--- config.mk ---
export PLATFORM = sky130hd
export DESIGN_NAME = sobel_frame_ctrl
export DESIGN_NICKNAME = d
export VERILOG_FILES = /design/src/rtl/sobel_frame_ctrl.sv
export SDC_FILE = /design/constraint.sdc
export NUM_CORES = 1
export LEC_CHECK = 0
export ABC_AREA = 1
export CORE_ASPECT_RATIO = 1.1
export CORE_MARGIN = 2
export CORE_UTILIZATION = 40
export CTS_BUF_LIST = sky130_fd_sc_hd__clkbuf_16
export DETAILED_ROUTE_END_ITERATION = 8
export GPL_ROUTABILITY_DRIVEN = 0
export PLACE_DENSITY = 0.67
export SLEW_MARGIN = 10
export SYNTH_ARGS = -nofsm -noshare
export SYNTH_HDL_FRONTEND = slang
export SYNTH_SLANG_ARGS = --single-unit
--- constraint.sdc ---
create_clock -name i_clk -period 2.5 [get_ports i_clk]
set_input_delay 0.375 -clock i_clk [delete_from_list [all_inputs] [get_ports i_clk]]
set_output_delay 0.375 -clock i_clk [all_outputs]
set_load 0.01 [all_outputs]
--- src/rtl/sobel_frame_ctrl.sv ---
// ---------------------------------------------------------------------------
// sobel_frame_ctrl
//
// Frame sequencer around an external colour filter. It streams one frame of
// IMG_W*IMG_H pixels from a source memory into the filter. It then joins the
// filter's three independent 8-bit channel outputs back into 24-bit pixels.
// These pixels are written to a result memory in input order.
//
// Handshake (every vld/busy pair on this block):
//   A transfer happens in a cycle where vld=1 and busy=0. The producer holds
//   vld and data stable until that cycle.
//
// Ports
//   i_clk, i_rst           clock, synchronous active-high reset
//   i_start                begin one frame (sampled in IDLE only)
//   o_busy                 frame in progress
//   o_done                 one-cycle pulse when the frame is complete
//   o_rd_en / o_rd_addr    source memory read; data returns one cycle later
//   i_rd_data              source pixel
//   o_rgb_vld / o_rgb_data pixel toward the filter, i_rgb_busy stalls it
//   i_newX_vld / _data     filter channel results (X = R, G, B)
//   o_newX_busy            per-channel stall toward the filter
//   o_wr_en / _addr / _data result memory write, data = {R, G, B}
//   o_state                current FSM state (IDLE=0 FETCH=1 FEED=2
//                          DRAIN=3 DONE=4), for observation only
//
// IMG_W*IMG_H must not exceed 2**AW.
// ---------------------------------------------------------------------------
module sobel_frame_ctrl #(
    parameter int IMG_W = 256,
    parameter int IMG_H = 256,
    parameter int AW    = 16
) (
    input  logic          i_clk,
    input  logic          i_rst,
    input  logic          i_start,
    output logic          o_busy,
    output logic          o_done,
    output logic          o_rd_en,
    output logic [AW-1:0] o_rd_addr,
    input  logic [23:0]   i_rd_data,
    output logic          o_rgb_vld,
    output logic [23:0]   o_rgb_data,
    input  logic          i_rgb_busy,
    input  logic          i_newR_vld,
    input  logic          i_newG_vld,
    input  logic          i_newB_vld,
    input  logic [7:0]    i_newR_data,
    input  logic [7:0]    i_newG_data,
    input  logic [7:0]    i_newB_data,
    output logic          o_newR_busy,
    output logic          o_newG_busy,
    output logic          o_newB_busy,
    output logic          o_wr_en,
    output logic [AW-1:0] o_wr_addr,
    output logic [23:0]   o_wr_data,
    output logic [2:0]    o_state
);

    // Counters are one bit wider than the address so they can hold N itself.
    localparam logic [AW:0] PIX_LAST  = (AW+1)'(IMG_W * IMG_H - 1);
    localparam logic [AW:0] PIX_TOTAL = (AW+1)'(IMG_W * IMG_H);

    typedef enum logic [2:0] {
        IDLE  = 3'd0,
        FETCH = 3'd1,
        FEED  = 3'd2,
        DRAIN = 3'd3,
        DONE  = 3'd4
    } stateT;

    stateT         state;
    logic [AW:0]   inCnt;
    logic [AW:0]   outCnt;

    logic          busyQ;
    logic          doneQ;
    logic          rdEnQ;
    logic [AW-1:0] rdAddrQ;
    logic          rgbVldQ;
    logic          rgbFirst;   // first FEED cycle: memory data is on i_rd_data
    logic [23:0]   rgbHold;    // pixel held for the rest of a stalled FEED

    logic          flagR;
    logic          flagG;
    logic          flagB;
    logic [7:0]    dataR;
    logic [7:0]    dataG;
    logic [7:0]    dataB;

    logic          chanBusyR;
    logic          chanBusyG;
    logic          chanBusyB;
    logic          xferR;
    logic          xferG;
    logic          xferB;
    logic          wrEn;

    // -----------------------------------------------------------------------
    // Joiner: combinational part.
    // A channel arriving in the same cycle as the last missing flag completes
    // the pixel straight away. The write then goes out in that cycle with
    // the arriving byte passed through, and all flags are clear afterwards.
    // In IDLE every channel is stalled, so stray filter output cannot land.
    // -----------------------------------------------------------------------
    always_comb begin
        chanBusyR = (state == IDLE) ? 1'b1 : flagR;
        chanBusyG = (state == IDLE) ? 1'b1 : flagG;
        chanBusyB = (state == IDLE) ? 1'b1 : flagB;

        xferR = i_newR_vld && !chanBusyR;
        xferG = i_newG_vld && !chanBusyG;
        xferB = i_newB_vld && !chanBusyB;

        wrEn = (flagR || xferR) && (flagG || xferG) && (flagB || xferB)
               && (state != IDLE);
    end

    assign o_newR_busy = chanBusyR;
    assign o_newG_busy = chanBusyG;
    assign o_newB_busy = chanBusyB;

    assign o_wr_en   = wrEn;
    assign o_wr_addr = outCnt[AW-1:0];
    assign o_wr_data = {xferR ? i_newR_data : dataR,
                        xferG ? i_newG_data : dataG,
                        xferB ? i_newB_data : dataB};

    // The first FEED cycle forwards the memory word directly, so the pixel
    // is offered two cycles after start. Later cycles of the same FEED use
    // the captured copy, which keeps the data stable while stalled.
    assign o_rgb_data = rgbFirst ? i_rd_data : rgbHold;

    assign o_busy    = busyQ;
    assign o_done    = doneQ;
    assign o_rd_en   = rdEnQ;
    assign o_rd_addr = rdAddrQ;
    assign o_rgb_vld = rgbVldQ;
    assign o_state   = state;

    // -----------------------------------------------------------------------
    // Sequencer and joiner state.
    // -----------------------------------------------------------------------
    always_ff @(posedge i_clk) begin
        if (i_rst) begin
            state    <= IDLE;
            inCnt    <= '0;
            outCnt   <= '0;
            busyQ    <= 1'b0;
            doneQ    <= 1'b0;
            rdEnQ    <= 1'b0;
            rdAddrQ  <= '0;
            rgbVldQ  <= 1'b0;
            rgbFirst <= 1'b0;
            rgbHold  <= '0;
            flagR    <= 1'b0;
            flagG    <= 1'b0;
            flagB    <= 1'b0;
            dataR    <= '0;
            dataG    <= '0;
            dataB    <= '0;
        end else begin
            // Strobes default low; the FSM raises them for one cycle.
            doneQ <= 1'b0;
            rdEnQ <= 1'b0;

            // Joiner bookkeeping runs in every non-IDLE state.
            if (wrEn) begin
                flagR  <= 1'b0;
                flagG  <= 1'b0;
                flagB  <= 1'b0;
                outCnt <= outCnt + 1'b1;
            end else begin
                if (xferR) begin
                    flagR <= 1'b1;
                    dataR <= i_newR_data;
                end
                if (xferG) begin
                    flagG <= 1'b1;
                    dataG <= i_newG_data;
                end
                if (xferB) begin
                    flagB <= 1'b1;
                    dataB <= i_newB_data;
                end
            end

            case (state)
                IDLE: begin
                    if (i_start) begin
                        state   <= FETCH;
                        busyQ   <= 1'b1;
                        inCnt   <= '0;
                        outCnt  <= '0;
                        flagR   <= 1'b0;
                        flagG   <= 1'b0;
                        flagB   <= 1'b0;
                        rdEnQ   <= 1'b1;
                        rdAddrQ <= '0;
                    end
                end

                FETCH: begin
                    state    <= FEED;
                    rgbVldQ  <= 1'b1;
                    rgbFirst <= 1'b1;
                end

                FEED: begin
                    rgbFirst <= 1'b0;
                    if (rgbFirst) begin
                        rgbHold <= i_rd_data;
                    end
                    if (!i_rgb_busy) begin
                        rgbVldQ <= 1'b0;
                        inCnt   <= inCnt + 1'b1;
                        if (inCnt == PIX_LAST) begin
                            state <= DRAIN;
                        end else begin
                            state   <= FETCH;
                            rdEnQ   <= 1'b1;
                            rdAddrQ <= AW'(inCnt + 1'b1);
                        end
                    end
                end

                DRAIN: begin
                    // outCnt is registered, so this sees the count one cycle
                    // after the final write.
                    if (outCnt == PIX_TOTAL) begin
                        state <= DONE;
                        doneQ <= 1'b1;
                    end
                end

                DONE: begin
                    state <= IDLE;
                    busyQ <= 1'b0;
                end

                default: begin
                    state <= IDLE;
                    busyQ <= 1'b0;
                end
            endcase
        end
    end

endmodule
# Word-level counts from Yosys, hierarchy flattened
# Cells that the tools add are included.
dict set report totals {
  regBits 109
  latchBits 0
  inputBits 55
  mem_bits_ro 0
  elab_cells 96
  out_inout_bits 91
  memories 0
  ram_bits 0
}
dict set report op_classes {
  bitwise_logic 2
  div 0
  n_reduce_logical 23
  order_cmp 0
  eq_ne 9
  shift 0
  n_addsub 2
  n_mul 0
  muxes 44
}
# cell n
set op_table {}
lappend op_table {{2-to-1 mux 17 bit} 5}
lappend op_table {{2-to-1 mux 16 bit} 3}
lappend op_table {{adder 17 x 1 -> 17 bit, second input constant} 2}
lappend op_table {{case mux 17 bit (2 select lines)} 1}
lappend op_table {{case mux 16 bit (2 select lines)} 1}
lappend op_table {{2-to-1 mux 24 bit} 1}
lappend op_table {{2-to-1 mux 8 bit} 3}
lappend op_table {{2-to-1 mux 1 bit} 21}
lappend op_table {{== test 17 x 16 -> 1 bit, second input constant} 1}
lappend op_table {{== test 17 bit, second input constant} 1}
lappend op_table {{case mux 3 bit (4 select lines)} 1}
lappend op_table {{2-to-1 mux 3 bit} 3}
lappend op_table {{!= test 2 bit, second input constant} 4}
lappend op_table {{case mux 1 bit (2 select lines)} 4}
lappend op_table {{== test 3 x 2 -> 1 bit, second input constant} 2}
lappend op_table {{logical AND 1 bit} 6}
lappend op_table {{AND reduction 3 bit} 2}
lappend op_table {{AND reduction 2 bit} 2}
lappend op_table {{AND reduction 4 bit} 1}
lappend op_table {{nonzero test 2 bit} 2}
lappend op_table {{== test 3 x 1 -> 1 bit, second input constant} 1}
lappend op_table {{logical NOT 1 bit} 3}
lappend op_table {{logical NOT 3 bit} 1}
lappend op_table {{logical OR 1 bit} 3}
lappend op_table {{5 further kinds} 6}

# Longest topological paths before layout
dict set report logic_depth {
  depth_word 11
  depth_mapped 14
  ltp_nobuf 14
}

# Worst setup path before layout
# No wires, ideal clock.
dict set report synth_timing {
  path_kind {reg-to-reg}
  from {reg inCnt[0]}
  to {reg rdAddrQ[0] (netlist: o_rd_addr[0])}
  path_slack_ns 0.551
  setup_ns 0.116
  t_arrival_ns 1.833
  synth_period_minus_slack_ns 1.949
  stages_incl_launch_ff 15
  t_required_ns 2.384
  n_path_buf 1
  path_cell_list {dfxtp_1 ha_1 nand2_1 nor2_1 nand2_1 inv_1 nand4_1 nor4_1 ha_1 inv_1 nand3_1 nand2_1 buf_2 o21ai_0 nor2_1}
}
dict set report synth_via {
  elab_chain_len 4
  elab_cells_between_ends 7
  cone_classes {add/sub: 1; eq/ne: 2; mux: 3; reduce/logical: 1}
}
# item line
set synth_lines {}
lappend synth_lines {{start, declared} 73} ;# logic [AW:0] inCnt;
lappend synth_lines {{start signal, assigned} 216} ;# inCnt <= inCnt + 1'b1;
lappend synth_lines {{adder 17 x 1 -> 17 bit} 222} ;# rdAddrQ <= AW'(inCnt + 1'b1);
lappend synth_lines {{2-to-1 mux 16 bit} 217} ;# if (inCnt == PIX_LAST) begin
lappend synth_lines {{2-to-1 mux 16 bit} 214} ;# if (!i_rgb_busy) begin
lappend synth_lines {{case mux 16 bit (2 select lines)} 188} ;# case (state)
lappend synth_lines {{end signal, assigned} 222}
lappend synth_lines {{end, declared} 79} ;# logic [AW-1:0] rdAddrQ;
# Several ways; a longest one is shown, not always the timed one. The select of a mux whose other input is x is not followed.
# A chain may end at the register's enable or synchronous reset.

# Worst setup path in the final report
dict set report layout_timing {
  from {reg state[1] (netlist: o_state[1])}
  to {out o_wr_data[13]}
}
dict set report layout_via {
  elab_chain_len 5
}
# item line
set layout_lines {}
lappend layout_lines {{start, declared} 72} ;# stateT state;
lappend layout_lines {{start signal, assigned} 146} ;# state <= IDLE;
lappend layout_lines {{start signal, assigned} 191} ;# state <= FETCH;
lappend layout_lines {{start signal, assigned} 204} ;# state <= FEED;
lappend layout_lines {{logical NOT 3 bit} 108} ;# chanBusyG = (state == IDLE) ? 1'b1 : flagG;
lappend layout_lines {{2-to-1 mux 1 bit} 108}
lappend layout_lines {{logical NOT 1 bit} 112} ;# xferG = i_newG_vld && !chanBusyG;
lappend layout_lines {{logical AND 1 bit} 112}
lappend layout_lines {{2-to-1 mux 8 bit} 126} ;# xferG ? i_newG_data : dataG,
lappend layout_lines {{end, declared} 56} ;# output logic [23:0] o_wr_data,
# Every way passes these cells.

==> impl_results.md <==
* Die Wd at 116 microns
* CP Data Arrival Time at 2100 ps
* Initial antenna violation count at 0
* Pleak at 3.06 nW
* Critical path required time at 2120 ps
* Crit-path cells: inv_1 -> nand2_8 -> nand3_4 -> a21oi_1 -> clkdlybuf4s50_1
* RSZ-0062 raised after global routing: yes
* Vias/cell at 4.77
* Mapped Nets at 873
* Gate power share at 0.273
* Hold Path Class: register to register
* Share of the synthesized area in the top cell type at 0.396
* Worst vdd ir at 0.000398 V
* Total power at 5.14 mW
* Layout area overhead at 35.4%
* Critical path class: register to output port
* Final wirelength at 13.9 mm
* HPWL after DPL at 9.43 mm
* Top fanout value on the critical path at 16
* EDFF count, synth at 0
* Synthesized instance count at 814
* Predominant post-synthesis flop cell: dfxtp_1
* Least-Margin Pin Slew at 533 ps
* CP Launch Type: register
* TritonCTS clock tree: done
* Number of global-route vias before repair at 4,715
* R2R Setup Slk at 260 ps
* Setup Viol. Count Final at 0
* Die Ht at 127 microns
* Final Hold Fails at 0
* Skew-Pair Late Insertion Delay at 350 ps
* Clock share of power at 0.338
* First-pass DRT Iterations at 4
* YS warnings at 0
* Antenna fix cells at 0
* CTS root buf: clkbuf_16
* Top-count cell post-synth: nor2_1
* Internal Power at 3.64 mW
* Drt initial violations at 292
* Port bufs at 145
* Vias at 5,356
* Share of cells above drive strength 1 at 0.0671
* Final Max Tran Viols at 0
* CTS H-tree lvls at 3
* Switch share at 0.291
* Fmax at 404 MHz
* Final Cycle Share at 0.990
* Synth Register Bits at 109
* Pin count of the biggest net entering global routing at 60
* Slowest CP cell: clkdlybuf4s50_1
* Sequential power share at 0.388
* Hold_ws at 449 ps
* Nets at 993
* CTS max path bufs at 2
* Post-Synthesis Cell Area at 5510 sq um
* CTS Hold Buffers Added at 0
* Placed Area at 6950 sq um
* CP top delay family: buffers and inverters
* Clock buffer count from CTS at 9
* Outcome: finished, final reports clean
* Worst Skew at 8.32 ps
* Synth Area per Inst at 6.77 sq um
* CP endpoint kind: output port
* Area leader, netlist: dfxtp_1
* Die area at 14,700 sq um
* Worst slew margin at 0.645
* Clock sink count at 109
* Buffers plus inverters on the worst setup path at 2
* IO Pins at 146
* Final ANT Viol Nets at 0
* Yosys cell types at 34
* Seq/Total Area, Yosys at 0.396
* Main area contributors after synthesis: dfxtp_1 (40%), nor2_1 (8.8%), a21oi_1 (8.7%)
* Max stage delay on crit path at 580 ps
* Reg clk slew, reported paths at 70 ps
* Starting Density at 0.414
* Row Count at 44
* DR WL/cell at 12.3 microns
* Overall Global Routing Usage at 0.183
* Post-Layout Inst Area at 7460 sq um
* Tmin final at 2470 ps
* FFs w/ async S/R, synth at 0
* Total power per unit cell area at 689 nW/um^2
* First-pass GRT wire length at 22.0 mm
* Grt total ovfl at 0
* Core area at 13,300 sq um
* Max cap viols at 0
* Switching power at 1.49 mW
* # DRC at 0
* Top post-synthesis cells by count: nor2_1 (129), nand2_1 (125), dfxtp_1 (109), a21oi_1 (96), inv_1 (94)
## state kept, by name, indices dropped and copies added, names as in the netlist, 3 cells and up
register / flops
rgbHold: 24
dataB: 8
o_rd_addr: 16
outCnt: 17
inCnt: 17
dataR: 8
o_state: 3
dataG: 8
## path summary, 6_finish.rpt
check / start / to / depth (start not counted)
worst max-delay path: o_state[1] / o_wr_data[13] / 5
worst min-delay path: rgbHold[11] / rgbHold[11] / 2
worst max register to register: inCnt[0] / o_rd_addr[6] / 14
worst min register to register: rgbHold[11] / rgbHold[11] / 2
## per-stage QoR
step                      setup TNS (ps)   util  worst slack, ps  std cells
after global placement                 0  0.522             61.9       1100
final                                  0  0.560             26.1       1123
after detailed placement               0  0.522             37.2       1100
after CTS                          -36.9  0.553            -19.8       1120
after floorplan                        0      -              551        814
after global routing                -786  0.560            -83.7       1123
## worst reg2reg max path: cells and delay by family, from the launching register on
| kind | cells | cell delay (ps) |
|---|---|---|
| buffers and inverters | 3 | 360 |
| DFF | 1 | 380 |
| AOI/OAI and AO/OA | 2 | 220 |
| and+or+nand+nor | 7 | 760 |
| adders and majority gates | 2 | 400 |
## layout make-up
type | count | area (sq um)
Multi-Input combinational cell | 551 | 2670
Timing Repair Buffer | 165 | 1650
Clock inverter | 7 | 139
Fill cell | 1280 | 5860
Tap cell | 184 | 230
Inverter | 98 | 368
Clock buffer | 9 | 225
Sequential cell | 109 | 2180
## kinds of logic after synthesis
logic type               after synthesis  share of synthesized area
XOR/XNOR                               1                    0.00159
AO/OA/AOI/OAI                        189                      0.176
AND/OR/NAND/NOR                      355                      0.284
adder cells (fa/ha/maj)                4                    0.00908
buffers and inverters                156                      0.133
flip-flops                           109                      0.396
## per-layer routing
layer	vias to the layer above	track usage	part of all wire
met5	-	0	0
met4	0	0.0616	0.017
met3	16	0.0422	0.054
met2	119	0.301	0.46
met1	2364	0.237	0.47
li1	2857	-	-
## repair_timing
item / 4_1_cts / 5_1_grt
cloned: 2 / 0
hold endpoints to repair: 0 / 0
setup endpoints to repair: 17 / 24
gates resized for setup: 4 / 20
buffers inserted: 2 / 3
pin swaps: 1 / 2
## power groups by stage
| stage | clock network, mW | registers (mW) | logic (mW) |
|---|---|---|---|
| floorplan | 0 | 2.04 | 0.748 |
| global placement | 0 | 2.03 | 1.36 |
| detailed placement | 0 | 2.04 | 1.36 |
| CTS | 1.77 | 2.00 | 1.39 |
| global route | 1.84 | 2.02 | 1.55 |
| finish | 1.74 | 2.00 | 1.40 |
## layout by cell type (no fill, tap or decap), types with 8 or more instances in the layout
cell,synthesis,routed
clkbuf_16,0,9
nand2_1,125,125
o21ai_1,8,8
clkdlybuf4s50_1,0,133
dfxtp_1,109,109
a21oi_1,96,90
nor2_1,129,129
o21ai_0,79,79
inv_1,94,95
dlymetal6s2s_1,0,11
nand4_1,9,9
nand3_1,69,69
buf_4,18,18
Note: power is estimated with default switching activity, not from simulation.
